## src/rtl/xs3_digit_entry.sv

```systemverilog
// Excess-3 keypad digit entry: debounces the encoder code, detects each new press,
// and shifts the BCD digit into a multi-digit entry register with strobe/overflow/err pulses.
module xs3_digit_entry #(
    parameter int DIGITS   = 4,
    parameter int DEBOUNCE = 4
) (
    input  logic                  clk,
    input  logic                  rst,
    input  logic [3:0]            xs3_in,
    input  logic                  clear,
    output logic [4*DIGITS-1:0]   bcd_out,
    output logic [2:0]            digit_cnt,
    output logic                  key_valid,
    output logic                  overflow,
    output logic                  err
);

    localparam int               W        = 4 * DIGITS;
    localparam int               CW       = $clog2(DEBOUNCE + 1);
    localparam logic [CW-1:0]    DEB_LAST = CW'(DEBOUNCE - 1);
    localparam logic [CW-1:0]    CNT_ONE  = CW'(1);
    localparam logic [2:0]       DIG_MAX  = 3'(DIGITS);

    typedef enum logic [1:0] {
        S_IDLE = 2'd0,
        S_DEB  = 2'd1,
        S_HOLD = 2'd2,
        S_REL  = 2'd3
    } state_t;

    function automatic logic is_legal(input logic [3:0] code);
        return (code >= 4'd3) && (code <= 4'd12);
    endfunction

    function automatic logic is_illegal(input logic [3:0] code);
        return (code != 4'd0) && !is_legal(code);
    endfunction

    state_t          state_r, state_s;
    logic [3:0]      latch_r, latch_s;
    logic [CW-1:0]   cnt_r, cnt_s;
    logic            accept_s;
    logic            legal_s;
    logic [3:0]      digit_s;
    logic [W-1:0]    bcd_r;
    logic [2:0]      dcnt_r;
    logic            key_valid_r;
    logic            overflow_r;
    logic            err_r;

    // FSM state, latched code and debounce/release counter
    always_ff @(posedge clk or posedge rst) begin
        if (rst) begin
            state_r <= S_IDLE;
            latch_r <= 4'd0;
            cnt_r   <= {CW{1'b0}};
        end else begin
            state_r <= state_s;
            latch_r <= latch_s;
            cnt_r   <= cnt_s;
        end
    end

    // Next-state logic; one counter serves both press debounce and release debounce
    always_comb begin
        state_s  = state_r;
        latch_s  = latch_r;
        cnt_s    = cnt_r;
        accept_s = 1'b0;
        legal_s  = is_legal(xs3_in);
        case (state_r)
            S_IDLE: begin
                if (legal_s) begin
                    latch_s = xs3_in;
                    cnt_s   = CNT_ONE;
                    if (DEBOUNCE == 1) begin
                        accept_s = 1'b1;
                        state_s  = S_HOLD;
                    end else begin
                        state_s  = S_DEB;
                    end
                end else begin
                    state_s = S_IDLE;
                end
            end
            S_DEB: begin
                if (legal_s && (xs3_in == latch_r)) begin
                    cnt_s = cnt_r + CNT_ONE;
                    if (cnt_r == DEB_LAST) begin
                        accept_s = 1'b1;
                        state_s  = S_HOLD;
                    end else begin
                        state_s  = S_DEB;
                    end
                end else begin
                    cnt_s   = {CW{1'b0}};
                    state_s = S_IDLE;
                end
            end
            S_HOLD: begin
                if (!legal_s) begin
                    cnt_s   = CNT_ONE;
                    state_s = (DEBOUNCE == 1) ? S_IDLE : S_REL;
                end else begin
                    state_s = S_HOLD;
                end
            end
            S_REL: begin
                if (!legal_s) begin
                    cnt_s = cnt_r + CNT_ONE;
                    if (cnt_r == DEB_LAST) begin
                        state_s = S_IDLE;
                    end else begin
                        state_s = S_REL;
                    end
                end else begin
                    state_s = S_HOLD;
                end
            end
            default: begin
                state_s = S_IDLE;
                cnt_s   = {CW{1'b0}};
            end
        endcase
    end

    assign digit_s = latch_s - 4'd3;

    // Entry register and output pulses; clear wins over a same-edge accept
    always_ff @(posedge clk or posedge rst) begin
        if (rst) begin
            bcd_r       <= {W{1'b0}};
            dcnt_r      <= 3'd0;
            key_valid_r <= 1'b0;
            overflow_r  <= 1'b0;
            err_r       <= 1'b0;
        end else begin
            key_valid_r <= 1'b0;
            overflow_r  <= 1'b0;
            err_r       <= is_illegal(xs3_in);
            if (clear) begin
                bcd_r  <= {W{1'b0}};
                dcnt_r <= 3'd0;
            end else if (accept_s) begin
                if (dcnt_r < DIG_MAX) begin
                    bcd_r       <= (bcd_r << 4) | W'(digit_s);
                    dcnt_r      <= dcnt_r + 3'd1;
                    key_valid_r <= 1'b1;
                end else begin
                    overflow_r  <= 1'b1;
                end
            end
        end
    end

    assign bcd_out   = bcd_r;
    assign digit_cnt = dcnt_r;
    assign key_valid = key_valid_r;
    assign overflow  = overflow_r;
    assign err       = err_r;

endmodule

```

## config.mk

```make
export PLATFORM = sky130hd
export DESIGN_NAME = xs3_digit_entry
export DESIGN_NICKNAME = d
export VERILOG_FILES = /design/src/rtl/xs3_digit_entry.sv
export SDC_FILE = /design/constraint.sdc
export NUM_CORES = 1
export LEC_CHECK = 0
export ABC_AREA = 1
export BUFFER_PORTS_ARGS = -buffer_cell sky130_fd_sc_hd__clkbuf_2
export CORE_MARGIN = 2
export CORE_UTILIZATION = 55
export DETAILED_ROUTE_END_ITERATION = 12
export GPL_TIMING_DRIVEN = 0
export HOLD_SLACK_MARGIN = 0.12
export PLACE_DENSITY = 0.78
export SLEW_MARGIN = 10
export SYNTH_ARGS = -nofsm -noshare
export SYNTH_HDL_FRONTEND = slang
export SYNTH_SLANG_ARGS = --single-unit
```

## constraint.sdc

```tcl
create_clock -name clk -period 2 [get_ports clk]
set_input_delay 0.4 -clock clk [delete_from_list [all_inputs] [get_ports clk]]
set_output_delay 0.4 -clock clk [all_outputs]
set_load 0.005 [all_outputs]
```

# Word level (Yosys, flattened, before mapping)
# Index checks and enable logic that the tools add are counted.
# op_classes
n_reduce_logical,10
muxes,29
n_lt_le_gt_ge,3
n_addsub,3
bitwise,1
n_eq_ne,8
# op_table
operator,n
two-way mux 16 bit,3
two-way mux 3 bit,7
OR 16 x 4 -> 16 bit,1
one-hot mux 3 bit (4 select lines),1
two-way mux 1 bit,11
two-way mux 2 bit,4
two-way mux 4 bit,2
one-hot mux 2 bit (4 select lines),1
"adder 3 x 1 -> 3 bit, second input constant",2
"inequality test 2 bit, second input constant",3
"== test 2 bit, second input constant",2
== test 4 bit,1
"greater-or-equal comparator 4 x 2 -> 1 bit, second input constant",1
"less-or-equal comparator 4 bit, second input constant",1
nonzero test 2 bit,2
nonzero test 4 bit,1
"subtractor 4 x 2 -> 4 bit, second input constant",1
"== test 3 x 2 -> 1 bit, second input constant",1
logical AND 1 bit,3
"less-than comparator 3 bit, second input constant",1
AND reduction 3 bit,1
"== test 2 x 1 -> 1 bit, second input constant",1
zero test 2 bit,1
AND reduction 2 bit,1
zero test 1 bit,1
# totals
register_bits,31
input_bits,7
wordCells,62

# Logic depth before layout (Yosys ltp)
# logic_depth
ltp_word,9
depth_mapped,11
ltp_nobuf,11

# Worst setup path before layout
# OpenSTA, ideal clock, no wires.
# synth_timing
path_type,register -> register
from,register cnt_r[0]
to,"register bcd_r[4], in the netlist bcd_out[4]"
setup_ns,0.064
arrival_time_ns,1.498
setup_slack_ns,0.438
path_stages_with_launch,10
period_less_slack_ns,1.562
path_cell_list,dfrtp_1 -> ha_1 -> ha_1 -> inv_1 -> nor2_2 -> nand4_4 -> nor2_8 -> buf_12 -> nand2_2 -> nand2_2
# synth_via
elab_chain_cells,6
# synth_rtl
element,line_no,source
"start, declared",41,"logic [CW-1:0] cnt_r, cnt_s;"
"start signal, assigned",56,cnt_r <= {CW{1'b0}};
"start signal, assigned",60,cnt_r <= cnt_s;
== test 3 x 2 -> 1 bit,89,if (cnt_r == DEB_LAST) begin
two-way mux 1 bit,89,
two-way mux 1 bit,87,if (legal_s && (xs3_in == latch_r)) begin
two-way mux 1 bit,71,case (state_r)
nonzero test 2 bit (no source line),n/a,
AND reduction 2 bit (no source line),n/a,
"end signal, assigned",132,bcd_r <= {W{1'b0}};
"end signal, assigned",142,bcd_r <= {W{1'b0}};
"end signal, assigned",146,bcd_r <= (bcd_r << 4) | W'(digit_s);
"end, declared",45,logic [W-1:0] bcd_r;
# No other way between the ends.
# A chain may end at the register's enable or synchronous reset.

# Worst setup path in the final report
# Ends and elaborated chain as after synthesis.

==> summary.md <==
| Metric | Value |
|---|---|
| Mapped Avg Cell Area | `9.14 um2` |
| Rows | `19` |
| Iter 0 DRT Violations | `52` |
| Post CTS Setup Buffer Count | `0` |
| Pre-CTS setup slack | `0.249 ns` |
| Port Buf Inserts | `28` |
| Residual DRC | `0` |
| Initial antenna violation count | `0` |
| Clk sinks | `31` |
| Status | `finished, final reports clean` |
| CTS root buffer | `clkbuf_4` |
| Die width | `58.2 um` |
| Slew Limit Fails | `0` |
| GP Congestion | `0.763` |
| #FFs+latches synth | `31` |
| Core box area | `0.00278 mm2` |
| RSZ-0062 raised after global routing | `no` |
| Pleak | `1.04 nW` |
| Clk_skew | `0.0132 ns` |
| Via Count | `1285` |
| Cell Count, Final, Fillers Out | `244` |
| Largest net degree at the start of global routing | `32` |
| Synth-to-Final Area Change | `16.4%` |
| Syn Std Cell Area | `0.00162 mm2` |
| Worst-Skew Late Latency | `0.34 ns` |
| Syn nets | `188` |
| Die area | `0.00339 mm2` |
| DP HPWL | `2330 um` |
| Max Fclk | `0.567 GHz` |
| Fin Setup TNS | `0 ns` |
| Worst stage delay on the critical path | `0.38 ns` |
| Total track usage | `0.216` |
| Routed WL per cell | `12.6 um` |
| Final #Nets | `223` |
| Total routed wirelength | `3070 um` |
| Most frequent cells in the layout | `48 x nand2_1, 31 x dfrtp_1, 28 x clkbuf_2` |
| CTS Buf Count | `5` |
| Unique masters post-synth | `27` |
| Most common cell after layout, fill and taps aside | `nand2_1` |
| Arr. time, crit path | `2.04 ns` |
| Mapped Cells | `177` |
| Inst Count DP | `236` |
| Slew at the pin closest to its max-slew limit | `1.08 ns` |
| CTS Hold Buffers Added | `0` |
| Reg clk slew, reported paths | `0.11 ns` |
| Boundary Pins | `29` |
| Critical Path, Cell by Cell | `ha_1 > ha_1 > inv_1 > nor2_2 > nand4_4 > nor2_8 > buf_12 > nand2_2 > nand2_2` |
| Crit path max-delay family | `simple AND/OR/NAND/NOR gates` |
| Ant diodes | `0` |
| CP Launch Type | `register` |
| Pre-antenna DRT Iters | `4` |
| Total gr overflow | `0` |
| Final Hold Vio Count | `0` |
| Final setup margin | `0.237 ns` |
| CTS Buffer Depth | `2` |
| Post-CTS sizing | `0` |
| Final period util | `0.882` |
| CP required | `2.28 ns` |
| Slowest library cell on the worst path | `dfrtp_1` |
| Sequential area share after synthesis | `0.480` |
| Vias in the first global route | `1264` |
| Max FO, Critical Path | `10` |
| Buf/Inv on CP | `2` |
| Synthesis Warnings | `0` |
| Relative slew slack | `0.277` |
| Endpoints failing setup | `0` |
| Endpoint type of the worst setup path | `register` |
| Power per cell area | `884 mW/mm2` |
| Initial core utilization | `0.582` |
| Worst hold path type | `input port to async pin` |
| Layout cells sized above 1 | `0.343` |
| Htree depth | `2` |
| Vias per cell | `5.27` |
| CTS tree | `yes` |
| First-pass GRT wire length | `5420 um` |
| Antenna Violating Nets Remaining | `0` |
| WS Path Type | `register to register` |
| Die Y | `58.2 um` |
| Fin crit period | `1.76 ns` |
| Max-Cap Viols | `0` |
| Max rail drop VDD | `0.679 mV` |
## cell families (layout without fill, tap and decap cells)
family | after synthesis | after routing | synth area share
AO/OA/AOI/OAI | 8 | 8 | 0.0278
buffers and inverters | 23 | 59 | 0.0681
XOR/XNOR | 4 | 4 | 0.0217
flip-flops | 31 | 31 | 0.480
AND/OR/NAND/NOR | 107 | 107 | 0.372
adder cells (fa/ha/maj) | 4 | 4 | 0.0309
## state kept, by name, indices dropped and copies added (netlist names)
signal	cells
key_valid	1
cnt_r	3
state_r	2
err	1
latch_r	4
overflow	1
bcd_out	16
digit_cnt	3
## layer usage
layer	routed length, um	vias up	part of all wire	global-route usage
li1	-	637	-	-
met1	1330	614	0.43	0.257
met2	1550	25	0.51	0.356
met3	121	9	0.039	0.0536
met4	59	0	0.019	0.120
met5	0	-	0	0
## report_power, final
part / switching [mW] / internal, mW
Combinational: 0.259 / 0.141
Clock: 0.220 / 0.295
Sequential: 0.0523 / 0.698
Total: 0.531 / 1.13
## final timing paths
path | cells after the start | end | startpoint | slack (ns)
min reg2reg | 2 | bcd_out[12] | bcd_out[12] | 0.51
max in group asynchronous | 2 | state_r[0] | rst | 1.34
min | 2 | bcd_out[10] | rst | 0.16
min in group clk | 2 | digit_cnt[2] | clear | 0.25
max reg2reg | 9 | bcd_out[4] | cnt_r[0] | 0.24
max | 9 | bcd_out[4] | cnt_r[0] | 0.24
## synth_stat cells (all sizes together)
master / number / area share
dfrtp: 31 / 0.48
buf: 2 / 0.019
xor2: 3 / 0.016
nand3: 27 / 0.11
o21ai: 5 / 0.018
inv: 19 / 0.044
clkinv: 1 / 0.0023
nand4: 3 / 0.021
nor2: 10 / 0.050
a31oi: 1 / 0.0039
clkbuf: 1 / 0.0023
xnor2: 1 / 0.0054
a21oi: 2 / 0.0062
nand2: 67 / 0.19
ha: 4 / 0.031
## area by class of cell
type	instances	area (um2)
inverter	20	75.1
timing repair buffer	28	140
clock buffer	6	51.3
multi-input combinational	123	732
tap	31	38.8
buffer	3	35.0
clock inverter	2	35.0
fill	233	898
sequential	31	776
## worst reg2reg max path, cell delays in order (launching register included)
cell     delay [ns]
dfrtp_1        0.38
ha_1           0.16
ha_1           0.17
inv_1          0.07
nor2_2         0.27
nand4_4        0.17
nor2_8         0.21
buf_12         0.17
nand2_2        0.06
nand2_2        0.06
## per-stage QoR
stage / utilization / power [mW] / hold slack, ns / cell area (um2)
6_report: 0.677 / 1.67 / 0.164 / 1880
5_1_grt: 0.677 / 1.77 / 0.230 / 1880
4_1_cts: 0.677 / 1.68 / 0.228 / 1880
3_5_place_dp: 0.646 / 1.17 / 0.497 / 1800
3_3_place_gp: 0.646 / 1.13 / 0.471 / 1800
2_1_floorplan: - / 1.07 / 0.453 / 1620
Note: power is estimated with default switching activity, not from simulation.
